[config.mk]
export PLATFORM = sky130hd
export DESIGN_NAME = alu_op_sequencer
export DESIGN_NICKNAME = d
export VERILOG_FILES = /design/src/rtl/alu_op_sequencer.sv
export SDC_FILE = /design/constraint.sdc
export NUM_CORES = 1
export LEC_CHECK = 0
export ABC_AREA = 1
export BUFFER_PORTS_ARGS = -buffer_cell sky130_fd_sc_hd__buf_2
export CELL_PAD_IN_SITES_DETAIL_PLACEMENT = 1
export CELL_PAD_IN_SITES_GLOBAL_PLACEMENT = 2
export CORE_MARGIN = 2
export CORE_UTILIZATION = 28
export CTS_CLUSTER_SIZE = 16
export DETAILED_ROUTE_END_ITERATION = 16
export PLACE_DENSITY = 0.8
export SYNTH_ARGS = -nofsm -noshare
export SYNTH_HDL_FRONTEND = slang
export SYNTH_SLANG_ARGS = --single-unit
[constraint.sdc]
create_clock -name clk -period 1.45 [get_ports clk]
set_clock_uncertainty 0.05 [all_clocks]
set_input_delay 0 -clock clk [delete_from_list [all_inputs] [get_ports clk]]
set_output_delay 0 -clock clk [all_outputs]
set_load 0.01 [all_outputs]
[src/rtl/alu_op_sequencer.sv]
// alu_op_sequencer: valid/ready front end that drives a combinational ALU,
// waits SETTLE cycles for it to resolve, and returns a registered response.
module alu_op_sequencer #(
   parameter int W      = 4,
   parameter int SETTLE = 2
) (
   input  logic         clk,
   input  logic         rst_n,
   input  logic         cmd_valid,
   output logic         cmd_ready,
   input  logic [2:0]   cmd_Ctrl,
   input  logic [W-1:0] cmd_A,
   input  logic [W-1:0] cmd_B,
   output logic [2:0]   alu_Ctrl,
   output logic [W-1:0] alu_A,
   output logic [W-1:0] alu_B,
   input  logic [W-1:0] alu_R,
   input  logic         alu_cout,
   input  logic         alu_overflow,
   output logic         rsp_valid,
   input  logic         rsp_ready,
   output logic [W-1:0] rsp_R,
   output logic         rsp_cout,
   output logic         rsp_overflow,
   output logic         rsp_zero,
   output logic [2:0]   rsp_Ctrl,
   output logic         busy
);
   localparam logic [2:0] ADD_ = 3'd0;
   localparam logic [2:0] SUB_ = 3'd1;

   typedef enum logic [1:0] {S_IDLE, S_SETTLE, S_RESP} state_t;

   state_t         state_q;
   logic [3:0]     cnt_q;
   logic [2:0]     alu_Ctrl_q, rsp_Ctrl_q;
   logic [W-1:0]   alu_A_q, alu_B_q, rsp_R_q;
   logic           rsp_valid_q, rsp_cout_q, rsp_overflow_q, rsp_zero_q;
   logic           arith;

   // carry/overflow are only driven by the ALU for add and subtract
   assign arith = alu_Ctrl_q == ADD_ || alu_Ctrl_q == SUB_;

   always_ff @(posedge clk or negedge rst_n) begin
      if (!rst_n) begin
         state_q        <= S_IDLE;
         cnt_q          <= '0;
         alu_Ctrl_q     <= '0;
         alu_A_q        <= '0;
         alu_B_q        <= '0;
         rsp_valid_q    <= 1'b0;
         rsp_R_q        <= '0;
         rsp_cout_q     <= 1'b0;
         rsp_overflow_q <= 1'b0;
         rsp_zero_q     <= 1'b0;
         rsp_Ctrl_q     <= '0;
      end else begin
         case (state_q)
            S_IDLE:
               if (cmd_valid) begin
                  alu_Ctrl_q <= cmd_Ctrl;
                  alu_A_q    <= cmd_A;
                  alu_B_q    <= cmd_B;
                  cnt_q      <= 4'(SETTLE - 1);
                  state_q    <= S_SETTLE;
               end
            S_SETTLE:
               if (cnt_q == 4'd0) begin
                  rsp_R_q        <= alu_R;
                  rsp_zero_q     <= ~|alu_R;
                  rsp_Ctrl_q     <= alu_Ctrl_q;
                  rsp_cout_q     <= arith ? alu_cout : 1'b0;
                  rsp_overflow_q <= arith ? alu_overflow : 1'b0;
                  rsp_valid_q    <= 1'b1;
                  state_q        <= S_RESP;
               end else begin
                  cnt_q <= cnt_q - 4'd1;
               end
            S_RESP:
               if (rsp_ready) begin
                  rsp_valid_q <= 1'b0;
                  state_q     <= S_IDLE;
               end
            default: state_q <= S_IDLE;
         endcase
      end
   end

   assign cmd_ready    = state_q == S_IDLE;
   assign busy         = state_q != S_IDLE;
   assign alu_Ctrl     = alu_Ctrl_q;
   assign alu_A        = alu_A_q;
   assign alu_B        = alu_B_q;
   assign rsp_valid    = rsp_valid_q;
   assign rsp_R        = rsp_R_q;
   assign rsp_cout     = rsp_cout_q;
   assign rsp_overflow = rsp_overflow_q;
   assign rsp_zero     = rsp_zero_q;
   assign rsp_Ctrl     = rsp_Ctrl_q;
endmodule

# Yosys cells after proc, flatten, opt, wreduce, memory -nomap -nowiden

Cells that the tools add are included.

Flip-flop bits (word level): 28
Input bits: 21
Output and inout port bits: 24

Add/sub/neg operators: 1
Equal/unequal tests: 7
Muxes and demuxes: 12
Reductions and logical operators: 14

Operators by type and width:

| cell                  | number |
|---|---|
| $reduce_and A3 Y1     | 3 |
| $mux W4               | 2 |
| $ne A2 B2 Y1 const B  | 4 |
| $pmux W4 S2           | 1 |
| $mux W2               | 3 |
| $pmux W2 S3           | 1 |
| $reduce_bool A2 Y1    | 3 |
| $logic_not A4 Y1      | 1 |
| $mux W1               | 4 |
| $reduce_and A2 Y1     | 2 |
| $reduce_or A4 Y1      | 1 |
| $sub A4 B1 Y4 const B | 1 |
| $eq A3 B1 Y1 const B  | 1 |
| $logic_not A3 Y1      | 1 |
| $eq A2 B1 Y1 const B  | 1 |
| $eq A2 B2 Y1 const B  | 1 |
| $logic_not A2 Y1      | 1 |
| $pmux W1 S2           | 1 |
| $logic_not A1 Y1      | 1 |
| $logic_or A1 B1 Y1    | 1 |

# Logic depth before layout (Yosys ltp)

Gate-level depths: netlist of the first run.

Depth after elaboration: 3
Gate-level depth with buffers: 8

# Worst setup path before layout of the first run

No wires, ideal clock.

Path kind: register -> register
From: register cnt_q[0]
To: register rsp_Ctrl_q[1], in the netlist rsp_Ctrl[1]
Library setup time: 0.120 ns
Arrival time: 1.044 ns
Path slack: 0.236 ns
Stages on the path, launching flop included: 7
Path buffers: 1
Cells stage by stage: dfrtp_1 inv_1 ha_1 nand3_4 buf_6 nand2_2 o21ai_2

Cells in the longest elaborated chain, start to end: 2

Ends and longest elaborated chain:

| what                        | RTL line | source |
|---|---|---|
| start, declared             | 35       | `logic [3:0] cnt_q;` |
| start signal, assigned      | 64       | `cnt_q <= 4'(SETTLE - 1);` |
| start signal, assigned      | 77       | `cnt_q <= cnt_q - 4'd1;` |
| $logic_not A4 Y1            | 68       | `if (cnt_q == 4'd0) begin` |
| $reduce_and A2 Y1 (no line) | n/a      |  |
| end signal, assigned        | 71       | `rsp_Ctrl_q <= alu_Ctrl_q;` |
| end, declared               | 36       | `logic [2:0] alu_Ctrl_q, rsp_Ctrl_q;` |

No other way between the ends.
A chain may end at the register's enable or synchronous reset.

# Worst setup path after layout of the first run

From: register cnt_q[0]
To: register cnt_q[0]

Cells in the longest elaborated chain, start to end: 3
Elaborated cells on any way between the ends: 6
Those cells by class: add/sub: 1; eq/ne: 1; mux: 2; reduce/logical: 2

Ends and longest elaborated chain:

| what                                                     | RTL line |
|---|---|
| $sub A4 B1 Y4 / $logic_not A4 Y1 (equally long branches) | 77, 68 |
| $mux W4 / $ne A2 B2 Y1 (equally long branches)           | n/a |
| $pmux W4 S2 / $reduce_and A3 Y1 (equally long branches)  | n/a |

Parallel ways exist; a longest one is shown, timed or not. The select of a mux whose other input is x is not followed.

==> metrics.md, run 1 <==
| Metric | Value |
|---|---|
| Root Buffer | `clkbuf_8` |
| Commonest non-fill, non-tap cell in the layout | `buf_2` |
| Setup crit start kind | `flip-flop` |
| Syn. warnings | `0` |
| Post-synthesis xor/xnor area fraction | `0.692%` |
| Hold Path Sink | `alu_A[0]` |
| Vias/cell | `4.48` |
| Largest family of logic cells by synthesized area | `simple AND/OR/NAND/NOR gates` |
| Clock Power Share | `14.1%` |
| Die ar. | `5070 µm²` |
| Most frequent cells in the layout | `buf_2 (44), nand2_1 (41), dfrtp_1 (28)` |
| Syn-to-layout area delta | `40.9%` |
| WHS Path Cells | `4` |
| Crit-path max cell delay | `0.39 ns` |
| Antenna Cells | `0` |
| Drt drc | `0` |
| Mapped Avg Cell Area | `9.66 µm²` |
| Worst Path Buf+Inv | `1` |
| Area of the multi-input gates | `492 µm²` |
| Critical path endpoint category | `flip-flop` |
| Worst endpoint required time | `1.58 ns` |
| Crit-path max FO | `7` |
| Mux contribution to synthesized area | `0%` |
| Leak | `0.939 nW` |
| Largest net degree at the start of global routing | `29` |
| Slew HR | `58.6%` |
| Fmax | `746 MHz` |
| Worst slack, placed | `-0.0483 ns` |
| Final WS setup | `0.110 ns` |
| Int Pwr | `2.02 mW` |
| Most numerous cell on the critical path | `nor2_1` |
| Max Slew Vio Count | `0` |
| Min Clock Period, post-route | `1.34 ns` |
| Post-synthesis compound-gate area fraction | `9.69%` |
| Fillers | `504` |
| Pwr dens | `1960 nW/µm²` |
| Starting Density | `29.1%` |
| Die width | `71.2 µm` |
| Simple-gate portion of the synthesized area | `25.9%` |
| Status | `finished, final reports clean` |
| CTS Sinks | `28` |
| Reg2Reg Depth | `7` |
| Cell Area, Synth | `1260 µm²` |
| Final hold vios | `0` |
| Synthesized Nets | `153` |
| HP Start | `cmd_valid` |
| Worst-Margin Slew | `0.620 ns` |
| Reg area | `701 µm²` |
| First-pass GRT wire length | `5320 µm` |
| Core ar. | `4350 µm²` |
| Power Total | `3.50 mW` |
| Sequential Power Share | `38.7%` |
| Initial antenna violation count | `0` |
| DRT iter0 DRCs | `25` |
| All-Layer GR Usage | `13.2%` |
| Gate Count Post-Synth | `131` |
| Number of global-route vias before repair | `1207` |
| CTS tree | `built` |
| Slowest library cell on the worst path | `dfrtp_1` |
| Critical-path cell list | `inv_1, ha_2, nand2_1, nand2_2, nand2_4, nor2_1, nor2_1` |
| Logic pwr share | `47.2%` |
| Synth Register Bits | `28` |
| Seq/Total Area, Yosys | `55.4%` |
| Longest Clk Path Bufs | `2` |
| Switch share | `42.4%` |
| Nets | `219` |
| Remaining Overflow, GRT | `0` |
| Kind of critical path | `flip-flop to flip-flop` |
| Die height | `71.2 µm` |
| Max VDD drop | `649 µV` |
| H-tree depth | `1` |
| Setup Viol. Count Final | `0` |
| I/O pin count | `45` |
| Cts bufs inserted | `3` |
| Reg clk slew, reported paths | `0.09 ns` |
| TNS Setup | `0 ns` |
| Placed Instances | `224` |
| Post-synthesis adder-cell area fraction | `0.989%` |
| Synth cell types | `20` |
| Post-Route Utilization | `40.9%` |
| FF-to-FF setup slack | `0.11 ns` |
| Fin crit share | `92.4%` |
| Hpwl dp | `2230 µm` |
| Dpl cell area | `1520 µm²` |
| Finished Cell Area | `1780 µm²` |
| Worst Hold Slack | `0.0244 ns` |
| Fraction of layout cells with a size suffix above 1 | `40.8%` |
| Final ANT Viol Nets | `0` |
| Drt pass-1 iters | `4` |
| MaxCap Viol Count | `0` |
| Switch Pwr | `1.48 mW` |
| RSZ-0062 raised after global routing | `false` |
| Worst Hold Class | `input port to flip-flop` |
| Row count | `24` |
| Post-DR wirelength/cell | `12.5 µm` |
| Clk_lat worst skew | `0.28 ns` |
| Crit-path leading delay family | `simple AND/OR/NAND/NOR gates` |
| Vias | `1111` |
| Final WL | `3110 µm` |
| Port buffer count | `44` |
| Post-CTS Setup Bufs | `0` |
| WP data arrival | `1.47 ns` |
| Final RePlAce weighted congestion | `0.781` |
| RR Startpoint | `cnt_q[0]` |
| Non-filler cells, final | `248` |
| Reg-to-Reg End | `cnt_q[0]` |
## repair_timing
item / in CTS / in global routing
endpoints found under the setup margin: 10 / 0
endpoints found under the hold margin: 48 / 0
hold buffers: 19 / 0
resized for setup: 2 / 0
## registers in the layout (all words and copies together) (netlist names)
register	count
alu_B	4
alu_Ctrl	3
rsp_overflow	1
alu_A	4
rsp_cout	1
rsp_R	4
rsp_valid	1
cnt_q	4
rsp_zero	1
state_q	2
rsp_Ctrl	3
## how the worst max path moves through the flow
stage / start / endpoint / slack [ns] / cells after the start
2_1_floorplan: cnt_q[0] / rsp_Ctrl[1] / 0.24 / 6
3_3_place_gp: cnt_q[0] / rsp_Ctrl[2] / 0.04 / 5
3_5_place_dp: cnt_q[0] / rsp_Ctrl[2] / -0.05 / 5
4_1_cts: cnt_q[0] / cnt_q[0] / 0.1 / 7
5_1_grt: cnt_q[0] / cnt_q[0] / 0.002 / 7
6_report: cnt_q[0] / cnt_q[0] / 0.11 / 7
## worst register-to-register path, cell delays in order (launching register included)
cell and delay, ns:
dfrtp_1 0.39, inv_1 0.12, ha_2 0.29, nand2_1 0.09, nand2_2 0.10, nand2_4 0.08
nor2_1 0.09, nor2_1 0.05
## kinds of logic after synthesis
group / after synthesis
compound gates: 15
simple gates: 68
xor+xnor: 1
fa+ha+maj: 1
flops: 28
buf+inv: 18
## synth_stat cells
library cell,count,share of area [%]
buf_6,3,2.7
dfrtp_1,28,55
ha_1,1,0.99
inv_1,12,3.6
inv_2,2,0.59
inv_4,1,0.49
nand2_1,41,12
nand2_2,10,4.9
nand2_4,2,1.8
nand3_1,5,2.0
nand3_4,1,1.4
nand4_1,1,0.49
nor2_1,6,1.8
nor2_2,1,0.49
nor2_4,1,0.89
o21ai_0,1,0.40
o21ai_1,1,0.40
o21ai_2,12,8.3
o31ai_1,1,0.59
xor2_1,1,0.69
## layout make-up
type                    instances  share of cell area, %
flip-flops and latches         28                   39.3
multi-input cells              86                   27.6
repair buffers                 63                   23.0
well taps                      52                   3.65
inverters                      15                   3.30
clock buffers                   4                   3.09
## per-layer routing
layer	track usage, %	up-vias	wire length, µm
met5	0	-	0
met4	5.66	0	63
met3	1.97	7	99
met2	24.6	25	1700
met1	15.0	545	1250
li1	-	534	-
## power groups by stage
stage	clock (mW)	sequential, mW	combinational, mW
global placement	0	1.36	1.52
detailed placement	0	1.37	1.59
CTS	0.515	1.36	1.69
finish	0.494	1.35	1.65
global route	0.548	1.40	1.84
floorplan	0	1.48	0.962
No activity file was read; power rests on OpenSTA's default activity.
==> inputs of run 2 (changes only) <==
--- a/config.mk
+++ b/config.mk
@@ -5,14 +5,14 @@
 export SDC_FILE = /design/constraint.sdc
 export NUM_CORES = 1
 export LEC_CHECK = 0
-export ABC_AREA = 1
 export BUFFER_PORTS_ARGS = -buffer_cell sky130_fd_sc_hd__buf_2
 export CELL_PAD_IN_SITES_DETAIL_PLACEMENT = 1
 export CELL_PAD_IN_SITES_GLOBAL_PLACEMENT = 2
 export CORE_MARGIN = 2
-export CORE_UTILIZATION = 28
+export CORE_UTILIZATION = 30
 export CTS_CLUSTER_SIZE = 16
 export DETAILED_ROUTE_END_ITERATION = 16
+export GPL_ROUTABILITY_DRIVEN = 1
 export PLACE_DENSITY = 0.8
 export SYNTH_ARGS = -nofsm -noshare
 export SYNTH_HDL_FRONTEND = slang
==> run 2 against run 1 <==
  * The flow now finishes with violations (negative setup slack)
  * Final cell count shrank 14%
  * Sequential share of layout area decreased by 2.7 points
  * Final area grew 7.3%
  * Die area decreased by 10%
  * Sequential cell count stayed put
  * Largest cell class unchanged
  * Critical path depth shrank 1
  * Largest power group unchanged
  * First-iteration DRC count decreased by 64%
  * Power rose by 20%
  * Count of clock-buffer cells in the layout decreased by 1
  * Global-route usage is 4.4 points higher
  * Via count is 6.6% lower
  * Critical endpoint is now rsp_R[2]
  * Fmax is 29% lower
==> metrics.md, run 2 <==
| Metric | Value |
|---|---|
| Status | `finished with violations` |
| Failing checks | `negative setup slack` |
| MaxCap Viol Count | `0` |
| I/O pin count | `45` |
| Synth area leader | `dfrtp_1` |
| Worst Hold Class | `input port to flip-flop` |
| Final RePlAce weighted congestion | `0.802` |
| Clk_lat worst skew | `0.28 ns` |
| FFs w/ async S/R, synth | `100%` |
| Post-synth EDFFs | `0` |
| TNS Setup | `-4.52 ns` |
| Final ANT Viol Nets | `0` |
| Worst-Margin Slew | `0.629 ns` |
| Cell Area, Synth | `1210 µm²` |
| Leak | `0.946 nW` |
| RR Startpoint | `cnt_q[0]` |
| Die width | `67.5 µm` |
| CTS tree | `built` |
| Clock Power Share | `10.3%` |
| Hold Path Sink | `rsp_cout` |
| Antenna Cells | `0` |
| Cts bufs inserted | `3` |
| RSZ-0062 raised after global routing | `true` |
| Final hold vios | `0` |
| Syn-to-layout area delta | `57.9%` |
| Final WL | `3700 µm` |
| Dpl cell area | `1590 µm²` |
| Seq/Total Area, Yosys | `57.9%` |
| Switch Pwr | `1.56 mW` |
| Number of global-route vias before repair | `1167` |
| Commonest cells post-synth | `dfrtp_1 (28), mux2_2 (22), inv_1 (4)` |
| Nets | `187` |
| FF-to-FF setup slack | `-0.44 ns` |
| Hpwl dp | `2240 µm` |
| Reg2Reg Depth | `6` |
| Reg-to-Reg End | `rsp_R[2]` |
| Fmax | `529 MHz` |
| Vias | `1038` |
| Dominant cells by area after synthesis | `dfrtp_1 (58%), mux2_2 (20%), buf_6 (1.9%)` |
| Worst endpoint required time | `1.57 ns` |
| Int Pwr | `2.66 mW` |
| Core ar. | `3940 µm²` |
| Most instantiated library cell after synthesis | `dfrtp_1` |
| Initial antenna violation count | `0` |
| Root Buffer | `clkbuf_8` |
| Setup crit start kind | `flip-flop` |
| Max Slew Vio Count | `0` |
| Port buffer count | `44` |
| Switch share | `36.9%` |
| Sequential Power Share | `34.3%` |
| Pwr dens | `2210 nW/µm²` |
| Largest net degree at the start of global routing | `29` |
| Most frequent cells in the layout | `buf_2 (44), dfrtp_1 (28), mux2_4 (20)` |
| Commonest non-fill, non-tap cell in the layout | `buf_2` |
| Mapped Avg Cell Area | `13.3 µm²` |
| Synthesized Nets | `113` |
| Setup Viol. Count Final | `12` |
| Finished Cell Area | `1910 µm²` |
| Ys flop type | `dfrtp_1` |
| Remaining Overflow, GRT | `0` |
| Fin crit share | `130%` |
| All-Layer GR Usage | `17.6%` |
| Post-DR wirelength/cell | `17.4 µm` |
| Post-Route Utilization | `48.5%` |
| Gate Count Post-Synth | `91` |
| H-tree depth | `1` |
| Non-filler cells, final | `213` |
| Final WS setup | `-0.441 ns` |
| Longest Clk Path Bufs | `2` |
| Vias/cell | `4.87` |
| Synth Register Bits | `28` |
| Max VDD drop | `955 µV` |
| Die height | `67.5 µm` |
| WP data arrival | `2.01 ns` |
| WHS Path Cells | `3` |
| Die ar. | `4560 µm²` |
| Reg clk slew, reported paths | `0.09 ns` |
| CTS Sinks | `28` |
| DRT iter0 DRCs | `9` |
| Worst Hold Slack | `0.128 ns` |
| Synth top area share | `57.9%` |
| Row count | `23` |
| Fraction of layout cells with a size suffix above 1 | `58.3%` |
| First-pass GRT wire length | `5700 µm` |
| Drt drc | `0` |
| Placed Instances | `192` |
| Drt pass-1 iters | `4` |
| Logic pwr share | `55.5%` |
| Critical path endpoint category | `flip-flop` |
| HP Start | `alu_cout` |
| Syn. warnings | `0` |
| Slew HR | `58.1%` |
| Kind of critical path | `flip-flop to flip-flop` |
| Starting Density | `30.7%` |
| Min Clock Period, post-route | `1.89 ns` |
| Worst slack, placed | `-0.469 ns` |
| Crit-path max FO | `5` |
| Power Total | `4.22 mW` |
| Synth cell types | `26` |
==> run 2: critical path: stages (launching register included) <==
cell     delay, ns
dfrtp_1       0.41
inv_2         0.10
ha_4          0.13
or3b_4        0.39
nor3b_4       0.23
buf_6         0.17
mux2_4        0.31
==> run 2: kinds of logic after synthesis <==
| kind of cell | share of synthesized area [%] |
|---|---|
| compound gates | 5.47 |
| mux | 20.5 |
| buf+inv | 3.82 |
| simple gates | 11.4 |
| fa+ha+maj | 1.03 |
| flops | 57.9 |
==> run 2: power by group through the flow <==
stage                     Sequential (mW)  Combinational (mW)  Clock, mW
after CTS                            1.43                2.23      0.444
after global placement               1.40                1.89          0
final                                1.44                2.34      0.433
after floorplan                      1.54                1.11          0
after detailed placement             1.42                1.97          0
after global routing                 1.49                2.52      0.482
==> run 2: final cells by class <==
cell class,count,area (µm²)
fillers,400,2030
flip-flops and latches,28,701
multi-input cells,56,609
repair buffers,72,480
well taps,50,62.6
clock buffers,3,41.3
inverters,4,17.5
==> run 2: worst max path at each step <==
| stage | start | to | cells past startpoint |
|---|---|---|---|
| 3_3_place_gp | cnt_q[0] | rsp_Ctrl[2] | 6 |
| 3_5_place_dp | cnt_q[0] | rsp_Ctrl[1] | 6 |
| 6_report | cnt_q[0] | rsp_R[2] | 6 |
| 2_1_floorplan | cnt_q[0] | rsp_R[0] | 6 |
| 4_1_cts | cnt_q[0] | rsp_Ctrl[1] | 6 |
| 5_1_grt | cnt_q[0] | rsp_overflow | 6 |
==> run 2: timing repair <==
action	in CTS	in global routing
setup endpoints to repair	19	20
gates cloned	1	0
hold endpoints to repair	44	0
pin swaps	3	8
hold buffers	17	0
resized for setup	20	6
setup buffers	2	4
==> run 2: metal layers <==
layer	GRT usage, %	part of all wire (%)
met3	4.67	4.2
met1	18.8	38
met5	0	0
met4	8.93	2.6
met2	31.7	55
